### src/rtl/multi_cycle_controller_if.sv
// multi_cycle_controller_if: control bus between the multi-cycle controller and its datapath
// Ports (signals):
//   op, func3, func7, zero       - instruction fields and ALU zero flag from the datapath
//   PCSrc, branch, jalr          - PC write enable and PC-update qualifiers
//   MemWrite, RegWrite, IrWrite  - memory / register-file / instruction-register write enables
//   AdrSrc, ResultSrc            - memory address and result mux selects
//   ALUSrcA, ALUSrcB, ImmSrc     - ALU operand and immediate-format selects
//   ALUControl                   - ALU operation
//   state, illegal               - debug state and sticky illegal-instruction flag
// Modports: master = controller, slave = datapath.
interface multi_cycle_controller_if;
   logic [6:0] op;
   logic [2:0] func3;
   logic [6:0] func7;
   logic       zero;
   logic       PCSrc, branch, jalr, MemWrite, RegWrite, AdrSrc, IrWrite;
   logic [1:0] ResultSrc, ALUSrcA, ALUSrcB;
   logic [2:0] ImmSrc;
   logic [3:0] ALUControl;
   logic [3:0] state;
   logic       illegal;
   modport master (
      input  op, func3, func7, zero,
      output PCSrc, branch, jalr, MemWrite, RegWrite, AdrSrc, IrWrite,
      output ResultSrc, ALUSrcA, ALUSrcB, ImmSrc, ALUControl, state, illegal
   );
   modport slave (
      output op, func3, func7, zero,
      input  PCSrc, branch, jalr, MemWrite, RegWrite, AdrSrc, IrWrite,
      input  ResultSrc, ALUSrcA, ALUSrcB, ImmSrc, ALUControl, state, illegal
   );
endinterface

### src/rtl/multi_cycle_controller.sv
// multi_cycle_controller: FSM control unit for a multi-cycle RV32I-subset datapath
// Ports:
//   CLK   - clock, all state changes on the rising edge
//   rst_n - synchronous active-low reset, forces FETCH and clears illegal
//   m     - multi_cycle_controller_if.master control bus
// Optional feature: define CTRL_BRANCH_EXT_EN to accept bne/blt/bge/bltu/bgeu;
// otherwise only beq is legal and other branch func3 values halt.
module multi_cycle_controller (
   input logic CLK,
   input logic rst_n,
   multi_cycle_controller_if.master m
);
   typedef enum logic [3:0] {
      FETCH, DECODE, MEMADR, MEMREAD, MEMWB, MEMWRITE, EXER, EXEI,
      ALUWB, BRANCH, JAL, JALR1, JALR2, LUI, HALT
   } state_t;
   state_t st, nx, dec_nx;
   logic [3:0] f3_alu, br_alu;
   logic [2:0] imm_dec;
   logic f3_ok, br_ok, br_en;
   always_ff @(posedge CLK) st <= !rst_n ? FETCH : nx;
   assign m.state = st;
   assign m.illegal = st == HALT;
   assign dec_nx = (m.op == 7'b0000011 || m.op == 7'b0100011) ? MEMADR :
                   m.op == 7'b0110011 ? EXER :
                   m.op == 7'b0010011 ? EXEI :
                   m.op == 7'b1100011 ? BRANCH :
                   m.op == 7'b1101111 ? JAL :
                   m.op == 7'b1100111 ? JALR1 :
                   m.op == 7'b0110111 ? LUI : HALT;
   assign imm_dec = m.op == 7'b0100011 ? 3'd1 :
                    m.op == 7'b1100011 ? 3'd2 :
                    m.op == 7'b1101111 ? 3'd3 :
                    m.op == 7'b0110111 ? 3'd4 : 3'd0;
   assign f3_alu = m.func3 == 3'b111 ? 4'd2 :
                   m.func3 == 3'b110 ? 4'd3 :
                   m.func3 == 3'b100 ? 4'd4 :
                   m.func3 == 3'b010 ? 4'd5 :
                   m.func3 == 3'b011 ? 4'd6 : 4'd0;
   assign f3_ok = m.func3 != 3'b001 && m.func3 != 3'b101;
`ifdef CTRL_BRANCH_EXT_EN
   // beq/bne compare by sub, signed/unsigned pairs by slt/sltu; the condition
   // inverts zero for bne/blt/bltu, so branch carries the final taken decision
   assign br_ok = m.func3 != 3'b010 && m.func3 != 3'b011;
   assign br_alu = !m.func3[2] ? 4'd1 : m.func3[1] ? 4'd6 : 4'd5;
   assign br_en = m.zero ^ m.func3[0] ^ m.func3[2];
`else
   // beq only: the datapath qualifies the PC load with zero
   assign br_ok = m.func3 == 3'b000;
   assign br_alu = 4'd1;
   assign br_en = 1'b1;
`endif
   always_comb begin
      nx = st;
      m.PCSrc = 1'b0;
      m.branch = 1'b0;
      m.jalr = 1'b0;
      m.MemWrite = 1'b0;
      m.RegWrite = 1'b0;
      m.AdrSrc = 1'b0;
      m.IrWrite = 1'b0;
      m.ResultSrc = 2'd0;
      m.ALUSrcA = 2'd0;
      m.ALUSrcB = 2'd0;
      m.ImmSrc = 3'd0;
      m.ALUControl = 4'd0;
      case (st)
         FETCH: begin
            m.IrWrite = 1'b1;
            m.ALUSrcB = 2'd2;
            m.ResultSrc = 2'd2;
            m.PCSrc = 1'b1;
            nx = DECODE;
         end
         DECODE: begin
            m.ALUSrcA = 2'd1;
            m.ALUSrcB = 2'd1;
            m.ImmSrc = imm_dec;
            nx = dec_nx;
         end
         MEMADR: begin
            m.ALUSrcA = 2'd2;
            m.ALUSrcB = 2'd1;
            m.ImmSrc = {2'b00, m.op[5]};
            nx = m.op[5] ? MEMWRITE : MEMREAD;
         end
         MEMREAD: begin
            m.AdrSrc = 1'b1;
            nx = MEMWB;
         end
         MEMWB: begin
            m.ResultSrc = 2'd1;
            m.RegWrite = 1'b1;
            nx = FETCH;
         end
         MEMWRITE: begin
            m.AdrSrc = 1'b1;
            m.MemWrite = 1'b1;
            nx = FETCH;
         end
         EXER: begin
            m.ALUSrcA = 2'd2;
            m.ALUControl = (m.func3 == 3'b000 && m.func7 == 7'b0100000) ? 4'd1 : f3_alu;
            nx = f3_ok ? ALUWB : HALT;
         end
         EXEI: begin
            m.ALUSrcA = 2'd2;
            m.ALUSrcB = 2'd1;
            m.ALUControl = f3_alu;
            nx = f3_ok ? ALUWB : HALT;
         end
         ALUWB: begin
            m.RegWrite = 1'b1;
            nx = FETCH;
         end
         BRANCH: begin
            m.ALUSrcA = 2'd2;
            m.ImmSrc = 3'd2;
            m.ALUControl = br_alu;
            m.branch = br_ok & br_en;
            nx = br_ok ? FETCH : HALT;
         end
         JAL: begin
            m.ImmSrc = 3'd3;
            m.ALUSrcA = 2'd1;
            m.ALUSrcB = 2'd2;
            m.PCSrc = 1'b1;
            nx = ALUWB;
         end
         JALR1: begin
            m.ALUSrcA = 2'd2;
            m.ALUSrcB = 2'd1;
            nx = JALR2;
         end
         JALR2: begin
            m.ALUSrcA = 2'd1;
            m.ALUSrcB = 2'd2;
            m.PCSrc = 1'b1;
            m.jalr = 1'b1;
            nx = ALUWB;
         end
         LUI: begin
            m.ImmSrc = 3'd4;
            m.ResultSrc = 2'd3;
            m.RegWrite = 1'b1;
            nx = FETCH;
         end
         default: nx = HALT;
      endcase
      // write enables are suppressed for the whole reset cycle, even mid-instruction
      if (!rst_n) {m.RegWrite, m.MemWrite, m.IrWrite, m.PCSrc} = 4'b0000;
   end
endmodule
### src/flat_wrapper.sv
// flat-port wrapper written by rule: the top's interface ports become plain ports
module multi_cycle_controller_flat 
  (CLK, rst_n, m_op, m_func3, m_func7, m_zero, m_PCSrc, m_branch, m_jalr, m_MemWrite, m_RegWrite, m_AdrSrc, m_IrWrite, m_ResultSrc, m_ALUSrcA, m_ALUSrcB, m_ImmSrc, m_ALUControl, m_state, m_illegal);
  multi_cycle_controller_if m_i ();
  input logic CLK;
  input logic rst_n;
  input wire logic [$bits(m_i.op)-1:0] m_op;
  input wire logic [$bits(m_i.func3)-1:0] m_func3;
  input wire logic [$bits(m_i.func7)-1:0] m_func7;
  input wire logic [$bits(m_i.zero)-1:0] m_zero;
  output wire logic [$bits(m_i.PCSrc)-1:0] m_PCSrc;
  output wire logic [$bits(m_i.branch)-1:0] m_branch;
  output wire logic [$bits(m_i.jalr)-1:0] m_jalr;
  output wire logic [$bits(m_i.MemWrite)-1:0] m_MemWrite;
  output wire logic [$bits(m_i.RegWrite)-1:0] m_RegWrite;
  output wire logic [$bits(m_i.AdrSrc)-1:0] m_AdrSrc;
  output wire logic [$bits(m_i.IrWrite)-1:0] m_IrWrite;
  output wire logic [$bits(m_i.ResultSrc)-1:0] m_ResultSrc;
  output wire logic [$bits(m_i.ALUSrcA)-1:0] m_ALUSrcA;
  output wire logic [$bits(m_i.ALUSrcB)-1:0] m_ALUSrcB;
  output wire logic [$bits(m_i.ImmSrc)-1:0] m_ImmSrc;
  output wire logic [$bits(m_i.ALUControl)-1:0] m_ALUControl;
  output wire logic [$bits(m_i.state)-1:0] m_state;
  output wire logic [$bits(m_i.illegal)-1:0] m_illegal;
  assign m_i.op = m_op;
  assign m_i.func3 = m_func3;
  assign m_i.func7 = m_func7;
  assign m_i.zero = m_zero;
  assign m_PCSrc = m_i.PCSrc;
  assign m_branch = m_i.branch;
  assign m_jalr = m_i.jalr;
  assign m_MemWrite = m_i.MemWrite;
  assign m_RegWrite = m_i.RegWrite;
  assign m_AdrSrc = m_i.AdrSrc;
  assign m_IrWrite = m_i.IrWrite;
  assign m_ResultSrc = m_i.ResultSrc;
  assign m_ALUSrcA = m_i.ALUSrcA;
  assign m_ALUSrcB = m_i.ALUSrcB;
  assign m_ImmSrc = m_i.ImmSrc;
  assign m_ALUControl = m_i.ALUControl;
  assign m_state = m_i.state;
  assign m_illegal = m_i.illegal;
  multi_cycle_controller u_core (.CLK(CLK), .rst_n(rst_n), .m(m_i));
endmodule
### config.mk
export PLATFORM = sky130hd
export DESIGN_NAME = multi_cycle_controller_flat
export DESIGN_NICKNAME = d
export VERILOG_FILES = /design/src/rtl/multi_cycle_controller_if.sv /design/src/rtl/multi_cycle_controller.sv /design/src/flat_wrapper.sv
export SDC_FILE = /design/constraint.sdc
export NUM_CORES = 1
export LEC_CHECK = 0
export CORE_AREA = 2 2 45 68
export DETAILED_ROUTE_END_ITERATION = 7
export DIE_AREA = 0 0 47 70
export SYNTH_ARGS = -nofsm -noshare
export SYNTH_HDL_FRONTEND = slang
export SYNTH_SLANG_ARGS = --single-unit
### constraint.sdc
create_clock -name CLK -period 2.6 [get_ports CLK]
set_input_delay 0.52 -clock CLK [delete_from_list [all_inputs] [get_ports CLK]]
set_output_delay 0.52 -clock CLK [all_outputs]
set_load 0.1 [all_outputs]
-- Word-level counts from Yosys, hierarchy flattened
Cells that the tools add are included.
- register bits after elaboration: 4
- bits in latches: 0
- bits in writable memories: 0
- memory bits (read-only): 0
- input bits: 20
- word-level logic and storage cells: 82
- memories: 0
- add/sub/neg operators: 0
- multiply operators: 0
- div/mod/pow operators: 0
- magnitude comparators: 0
- eq/ne operators: 30
- shifts and indexed selects: 0
- multiplexer cells: 37
- bitwise logic cells: 0
- reductions and logical operators: 14
- operators by type and width (cell ; number):
    $mux W4 ; 12
    $pmux W4 S9 ; 1
    $eq A4 B4 Y1 const B ; 7
    $eq A7 B6 Y1 const B ; 4
    $eq A7 B7 Y1 const B ; 3
    $mux W3 ; 7
    $eq A4 B3 Y1 const B ; 4
    $pmux W3 S5 ; 1
    $pmux W4 S3 ; 1
    $mux W1 ; 11
    $eq A3 B3 Y1 const B ; 3
    $reduce_or A3 Y1 ; 3
    $eq A4 B2 Y1 const B ; 2
    $pmux W2 S2 ; 2
    $reduce_or A4 Y1 ; 2
    $eq A7 B2 Y1 const B ; 1
    $eq A7 B5 Y1 const B ; 1
    $eq A3 B2 Y1 const B ; 2
    $pmux W2 S3 ; 1
    $reduce_or A2 Y1 ; 3
    $reduce_or A5 Y1 ; 1
    $eq A4 B1 Y1 const B ; 1
    $logic_not A4 Y1 ; 1
    $logic_not A3 Y1 ; 1
    other kinds (5) ; 6

-- Logic depth before layout (Yosys ltp)
Gate-level depths: netlist of run 1.
- word-level depth: 9
- depth in mapped cells: 6
- depth with buffers taken out: 4

-- Least setup slack after synthesis of run 1
No wires, ideal clock.
- kind: register -> output
- start point: register u_core.st[1], in the netlist u_core.m.state[1]
- end point: output port m_ALUSrcA[1]
- arrival time: 3.670 ns
- data required time: 2.080 ns
- path slack: -1.590 ns
- cell stages (with the launch flop): 5
- cells stage by stage: dfxtp_1 > buf_2 > buf_2 > nand2_1 > o21ai_0
- cells in the longest elaborated chain, start to end: 3
- elaborated cells between the ends (all ways): 11
- classes of those cells: 8 x eq/ne; 1 x mux; 2 x reduce/logical
- RTL lines (what ; line ; text):
    start: declaration ; multi_cycle_controller.sv:17 ; state_t st, nx, dec_nx;
    start signal: assignment ; multi_cycle_controller.sv:21 ; always_ff @(posedge CLK) st <= !rst_n ? FETCH : nx;
    $eq A4 B2 Y1 (tied with other cells) ; multi_cycle_controller.sv:67 ; case (st)
    $reduce_or A5 Y1 (no source line) or $reduce_or A3 Y1 (tied branches) ; n/a ;
    $pmux W2 S2 (*) ; multi_cycle_controller.sv:67 ;
    end: declaration ; flat_wrapper.sv:19 ; output wire logic [$bits(m_i.ALUSrcA)-1:0] m_ALUSrcA;
Every way passes the cells marked *; elsewhere a longest branch is shown, timed or not.

-- Final worst setup path of run 1
- start point: input port m_op[2]
- end point: output port m_ImmSrc[2]
- cells in the longest elaborated chain, start to end: 6
- elaborated cells between the ends (all ways): 9
- classes of those cells: 4 x eq/ne; 5 x mux
- RTL lines (what ; line ; text):
    start: declaration ; flat_wrapper.sv:7 ; input wire logic [$bits(m_i.op)-1:0] m_op;
    $eq A7 B6 Y1 ; multi_cycle_controller.sv:34 ; m.op == 7'b0110111 ? 3'd4 : 3'd0;
    $mux W3 ; multi_cycle_controller.sv:34 ;
    $mux W3 ; multi_cycle_controller.sv:33 ; m.op == 7'b1101111 ? 3'd3 :
    $mux W3 ; multi_cycle_controller.sv:32 ; m.op == 7'b1100011 ? 3'd2 :
    $mux W3 (*) ; multi_cycle_controller.sv:31 ; assign imm_dec = m.op == 7'b0100011 ? 3'd1 :
    $pmux W3 S5 (*) ; multi_cycle_controller.sv:67 ;
    end: declaration ; flat_wrapper.sv:21 ; output wire logic [$bits(m_i.ImmSrc)-1:0] m_ImmSrc;
Marked as above.

==> metrics.cfg, run 1 <==
[die]
fp-row-count = 24
count_of_pins_on_the_block_boundary = 45
die_height_um = 70
floorplan.die.width_um = 47
core_um2 = 2760
initial_core_util = 0.280
design.die.area_um2 = 3290

[yosys]
post_synth_and_or_nand_nor_area_fraction = 0.448
synth.cell_area_um2 = 773
portion_of_netlist_area_occupied_by_mux_cells = 0.0129
post-synth-top-area-fraction = 0.104
synth.yosys.seq_area_share = 0.104
post_synth_xor_area_fraction = 0.0340
netlist-cell-type-count = 44
synthesis.area_per_instance_um2 = 6.61
synth-async-reset-ratio = 0
synthDominantAreaCellType = sky130_fd_sc_hd__dfxtp_1
syn-num-nets = 137
synth_area_leaders = sky130_fd_sc_hd__dfxtp_1 (10%), sky130_fd_sc_hd__nor3_1 (5.8%), sky130_fd_sc_hd__nor2_1 (5.8%)
flop_and_latch_count_out_of_synthesis = 4
synth_compound_gate_area_share = 0.282
yosysWarnings = 0
largest_family_of_logic_cells_by_synthesized_area = simple AND/OR/NAND/NOR gates
synth-edff-count = 0
syn_inst = 117
synth_ff_type = sky130_fd_sc_hd__dfxtp_1
synth_adder_area_share = 0

[cts]
cts_htree_levels = 1
holdBufCountCts = 0
cts_resized = 0
cts.root.buffer_cell = sky130_fd_sc_hd__clkbuf_8
cts_buffer_depth = 2
cts_buffers = 3
clk_transition_reported_paths_ns = 0.03
cts.sink_count = 4
worst_skew_pair_later_pin_latency_ns = 0.22
tritoncts_clock_tree = done
cts_post_setup_buffers_inserted = 0

[finish]
final-seq-area_um2 = 87.6
antennaDiodeCount = 0
fillers = 246
multiInputGateArea_um2 = 753
layout_common_cells = sky130_fd_sc_hd__buf_12 (19), sky130_fd_sc_hd__clkdlybuf4s50_1 (18), sky130_fd_sc_hd__buf_4 (11)
area_growth_syn_to_layout_pct = 107
commonest_non_fill_non_tap_cell_in_the_layout = sky130_fd_sc_hd__buf_12
share_of_cells_above_drive_strength_1 = 0.396
num-nets-final = 180
largest_register_ff_count = 4
final_core_util = 0.579

[worst_setup_path]
crit_fanout = 5
critPathCaptureType = output port
crit_path_start_kind = primary input
timing.critical_path.arrival_ns = 1.89
cp_data_required_time_ns = 2.08
timing_worst_setup_path_type = primary input to output port

[sta]
timing.final.max_slew_violations = 0
report.final.setup_viol = 0
final_setup_skew_ns = 0.00188
fmaxAchievable_mhz = 415
setup_repair_after_global_routing_missed_its_margin = no
layout_worst_path_cycle_share = 0.928
finalHoldViolCount = 0
post-route-min-period_ns = 2.41
timing.setup.tns_ns = 0

[routing]
first_iter_violations = 31
drt.antenna.violating_nets = 0
detail_route.vias_per_cell = 5.20
drc = 0
post_drt_wl_per_cell_um = 13.1
detailroute.via_count = 1030
first_pass_iters = 4
wirelength_um = 2590

[global_routing]
grt_max_degree = 22
grt_overflow = 0
grt_pass1_vias = 1054
antenna_found_initial = 0
first_pass_grt_wire_length_um = 4490
grtUsageTotal = 0.179

[place]
number_of_buffers_inserted_by_port_buffering = 42
dpl.hpwl_um = 2120
gp_routability_congestion = 0.841

[flow_run]
cap_viol_max_count = 0

[worst_hold_path]
hold_path.class = flop to flop

[run_status]
status = finished clean

==> Yosys cell counts (all sizes together) (2+ instances only) <==
cell / instances
and3: 3
inv: 6
o21ai: 11
nand3: 6
nor4b: 2
buf: 10
nand3b: 2
and2b: 2
o211ai: 2
nor2b: 3
a31oi: 3
a21oi: 6
nor2: 13
o32ai: 2
dfxtp: 4
nand2b: 2
nor3: 11
nand2: 11
xnor2: 2
==> critical path: stages <==
cell and delay [ns]:
sky130_fd_sc_hd__clkdlybuf4s50_1 0.57, sky130_fd_sc_hd__nand3b_1 0.14, sky130_fd_sc_hd__nor3_1 0.15, sky130_fd_sc_hd__nand3_1 0.11, sky130_fd_sc_hd__a21boi_2 0.20, sky130_fd_sc_hd__buf_12 0.19
==> area by class of cell <==
type                       instances  share of cell area
timing repair buffer              48               0.402
clock buffer                       4              0.0281
inverter                           6              0.0141
sequential                         4              0.0547
multi-input combinational         97               0.471
tap                               39              0.0305
==> logic make-up (layout without fill, tap and decap cells) <==
group           count (synthesis)  in the layout
xor+xnor                        3              3
mux                             1              1
buf+inv                        16             58
other cells                     1              1
simple gates                   59             59
flops                           4              4
compound gates                 33             33
==> through the flow <==
step | area [um^2] | cells | hold WS (ns) | setup slack [ns]
2_1_floorplan | 930 | 117 | 0.640 | 0.0524
3_3_place_gp | 1560 | 194 | 0.536 | 0.214
3_5_place_dp | 1560 | 194 | 0.542 | 0.171
4_1_cts | 1600 | 198 | 0.549 | 0.165
5_1_grt | 1600 | 198 | 0.578 | 0.0661
6_report | 1600 | 198 | 0.557 | 0.188
==> final timing paths <==
| path | slack (ns) | to | from | cells past startpoint |
|---|---|---|---|---|
| min reg2reg | 0.56 | u_core.m.state[0] | u_core.m.state[1] | 1 |
| max reg2reg | 1.08 | u_core.m.state[1] | u_core.m.state[0] | 4 |
| min | 0.56 | u_core.m.state[0] | u_core.m.state[1] | 1 |
| max | 0.19 | m_ImmSrc[2] | m_op[2] | 6 |
==> per-layer routing <==
metal  track usage  vias to the layer above  wire (um)
met5             0                        -          0
met4        0.0648                        0         21
met3        0.0103                        2         87
met2         0.335                       28       1540
met1         0.191                      484        939
li1              -                      516          -
Power of run 1 is left out: the tool's default activity adds up to more than one toggle a clock period on the data nets, which glitch-free logic cannot reach.
==> run 2: changes to the inputs <==
GPL_ROUTABILITY_DRIVEN = 0   (was not set)
==> results of run 2 <==
No change in the layout: final DEF, timing and power equal those of run 1.
Power of run 2 is left out for the same reason.
==> run 3: changes to the inputs <==
clock period = 3 ns   (was 2.6 ns; I/O delays follow)
==> run 3 against run 2 <==
  * Clock skew rose by 0.0019 ns
  * Wire length rose by 1.9%
  * Cell count fell by 1.0%
==> metrics.cfg, run 3 (synthesis results as in run 1) <==
[die]
core_um2 = 2760  ; unchanged
initial_core_util = 0.280  ; unchanged
count_of_pins_on_the_block_boundary = 45  ; unchanged
design.die.area_um2 = 3290  ; unchanged
die_height_um = 70  ; unchanged
fp-row-count = 24  ; unchanged
floorplan.die.width_um = 47  ; unchanged

[global_routing]
grt_overflow = 0  ; unchanged
grtUsageTotal = 0.174  ; was 0.179
antenna_found_initial = 0  ; unchanged
grt_max_usage_layer = met2  ; unchanged
use_met1 = 0.226  ; was 0.191
grt_pass1_vias = 920  ; was 1054
first_pass_grt_wire_length_um = 4290  ; was 4490 um
grt_use_met3 = 0.0181  ; was 0.0103
fraction_of_met2_tracks_used_by_global_routing = 0.277  ; was 0.335
grt_max_degree = 22  ; unchanged

[worst_setup_path]
crit_path_start_kind = primary input  ; unchanged
worst_path_dominant_cell_family = buffers and inverters  ; unchanged
cp_data_required_time_ns = 2.40  ; was 2.08 ns
timing.critical_path.arrival_ns = 2.07  ; was 1.89 ns
max_stage_delay_ns = 0.54  ; was 0.57 ns
crit_fanout = 8  ; was 5
critPathCaptureType = output port  ; unchanged
cp_slowest_cell = sky130_fd_sc_hd__clkdlybuf4s50_1  ; unchanged
path_cells = clkdlybuf4s50_1, nand3b_1, nor3_1, nand3_1, a21boi_2, buf_12  ; unchanged
critical_path_buf_inv_count = 2  ; unchanged
timing_worst_setup_path_type = primary input to output port  ; unchanged

[finish]
final_core_util = 0.548  ; was 0.579
num-nets-final = 179  ; was 180
area_growth_syn_to_layout_pct = 95.8  ; was 107%
layout_common_cells = sky130_fd_sc_hd__clkdlybuf4s50_1 (18), sky130_fd_sc_hd__buf_12 (16), sky130_fd_sc_hd__buf_4 (13)  ; was sky130_fd_sc_hd__buf_12 (19), sky130_fd_sc_hd__clkdlybuf4s50_1 (18), sky130_fd_sc_hd__buf_4 (11)
multiInputGateArea_um2 = 721  ; was 753 um^2
commonest_non_fill_non_tap_cell_in_the_layout = sky130_fd_sc_hd__clkdlybuf4s50_1  ; was sky130_fd_sc_hd__buf_12
largest_register_ff_count = 4  ; unchanged
final_cell_count_no_fill = 196  ; was 198
share_of_cells_above_drive_strength_1 = 0.376  ; was 0.396
fillers = 280  ; was 246
final-seq-area_um2 = 82.6  ; was 87.6 um^2
antennaDiodeCount = 0  ; unchanged

[place]
number_of_buffers_inserted_by_port_buffering = 42  ; unchanged
dp.cells = 193  ; was 194
dpl.hpwl_um = 2150  ; was 2120 um

[sta]
worst_slew_pin_tran_ns = 0.573
fmaxAchievable_mhz = 375
layout_worst_path_cycle_share = 0.889
final_setup_skew_ns = 0.00376  ; was 0.00188 ns
fin_worst_hold_slack_ns = 0.709  ; was 0.557 ns
timing.setup.tns_ns = 0  ; unchanged
timing.final.max_slew_violations = 0  ; unchanged
timing.slew.headroom = 0.608
post-route-min-period_ns = 2.67
report.final.setup_viol = 0  ; unchanged
finalHoldViolCount = 0  ; unchanged
setup_repair_after_global_routing_missed_its_margin = no  ; unchanged

[routing]
wirelength_um = 2640  ; was 2590 um
post_drt_wl_per_cell_um = 13.5  ; was 13.1 um
detail_route.vias_per_cell = 5.14  ; was 5.20
detailroute.via_count = 1007  ; was 1030
first_pass_iters = 4  ; unchanged
drc = 0  ; unchanged
drt.antenna.violating_nets = 0  ; unchanged
first_iter_violations = 17  ; was 31

[run_status]
status = finished clean  ; unchanged

[flow_run]
cap_viol_max_count = 0  ; unchanged

[worst_hold_path]
hold_path.class = flop to flop  ; unchanged

[cts]
cts_post_setup_buffers_inserted = 0  ; unchanged
holdBufCountCts = 0  ; unchanged
clk_transition_reported_paths_ns = 0.03  ; about the same
cts.sink_count = 4  ; unchanged
worst_skew_pair_later_pin_latency_ns = 0.22  ; about the same
cts_resized = 0  ; unchanged
tritoncts_clock_tree = done  ; unchanged
cts.root.buffer_cell = sky130_fd_sc_hd__clkbuf_8  ; unchanged
cts_buffers = 3  ; unchanged
cts_htree_levels = 1  ; unchanged
cts_buffer_depth = 2  ; unchanged

## run 3: changes by cell type in the layout (fill, tap and decap cells not counted), sizes merged
cell | before | now
buf | 30 | 29
clkbuf | 4 | 3
## run 3: stage by stage
| stage | setup slack, ns | instance area (um^2) |
|---|---|---|
| detailed placement | 0.345 | 1470 |
| floorplan | -0.634 | 892 |
| CTS | 0.332 | 1510 |
| global placement | 0.374 | 1470 |
| global route | 0.229 | 1510 |
| finish | 0.332 | 1510 |
## run 3: tightest hold or removal path: stages (launching register included)
cell and delay (ns):
sky130_fd_sc_hd__dfxtp_2 0.44, sky130_fd_sc_hd__o21ai_1 0.13, sky130_fd_sc_hd__a31oi_1 0.08
## run 3: final cells by class
cell class | count | share of cell area
clock buffer | 3 | 0.0273
multi-input combinational | 97 | 0.476
inverter | 6 | 0.0149
tap | 39 | 0.0322
sequential | 4 | 0.0545
timing repair buffer | 47 | 0.395
## run 3: metal layers
layer	vias up	wire length, um
li1	506	-
met1	468	1050
met2	29	1450
met3	4	95
met4	0	44
met5	-	0
## run 3: worst paths after layout
| check | from | endpoint | slack (ns) | cells past startpoint |
|---|---|---|---|---|
| min reg2reg | u_core.m.state[3] | u_core.m.state[3] | 0.71 | 2 |
| max | m_op[6] | m_ImmSrc[2] | 0.33 | 6 |
| max reg2reg | u_core.m.state[3] | u_core.m.state[1] | 1.40 | 4 |
| min | u_core.m.state[3] | u_core.m.state[3] | 0.71 | 2 |
Power of run 3 is left out for the same reason.
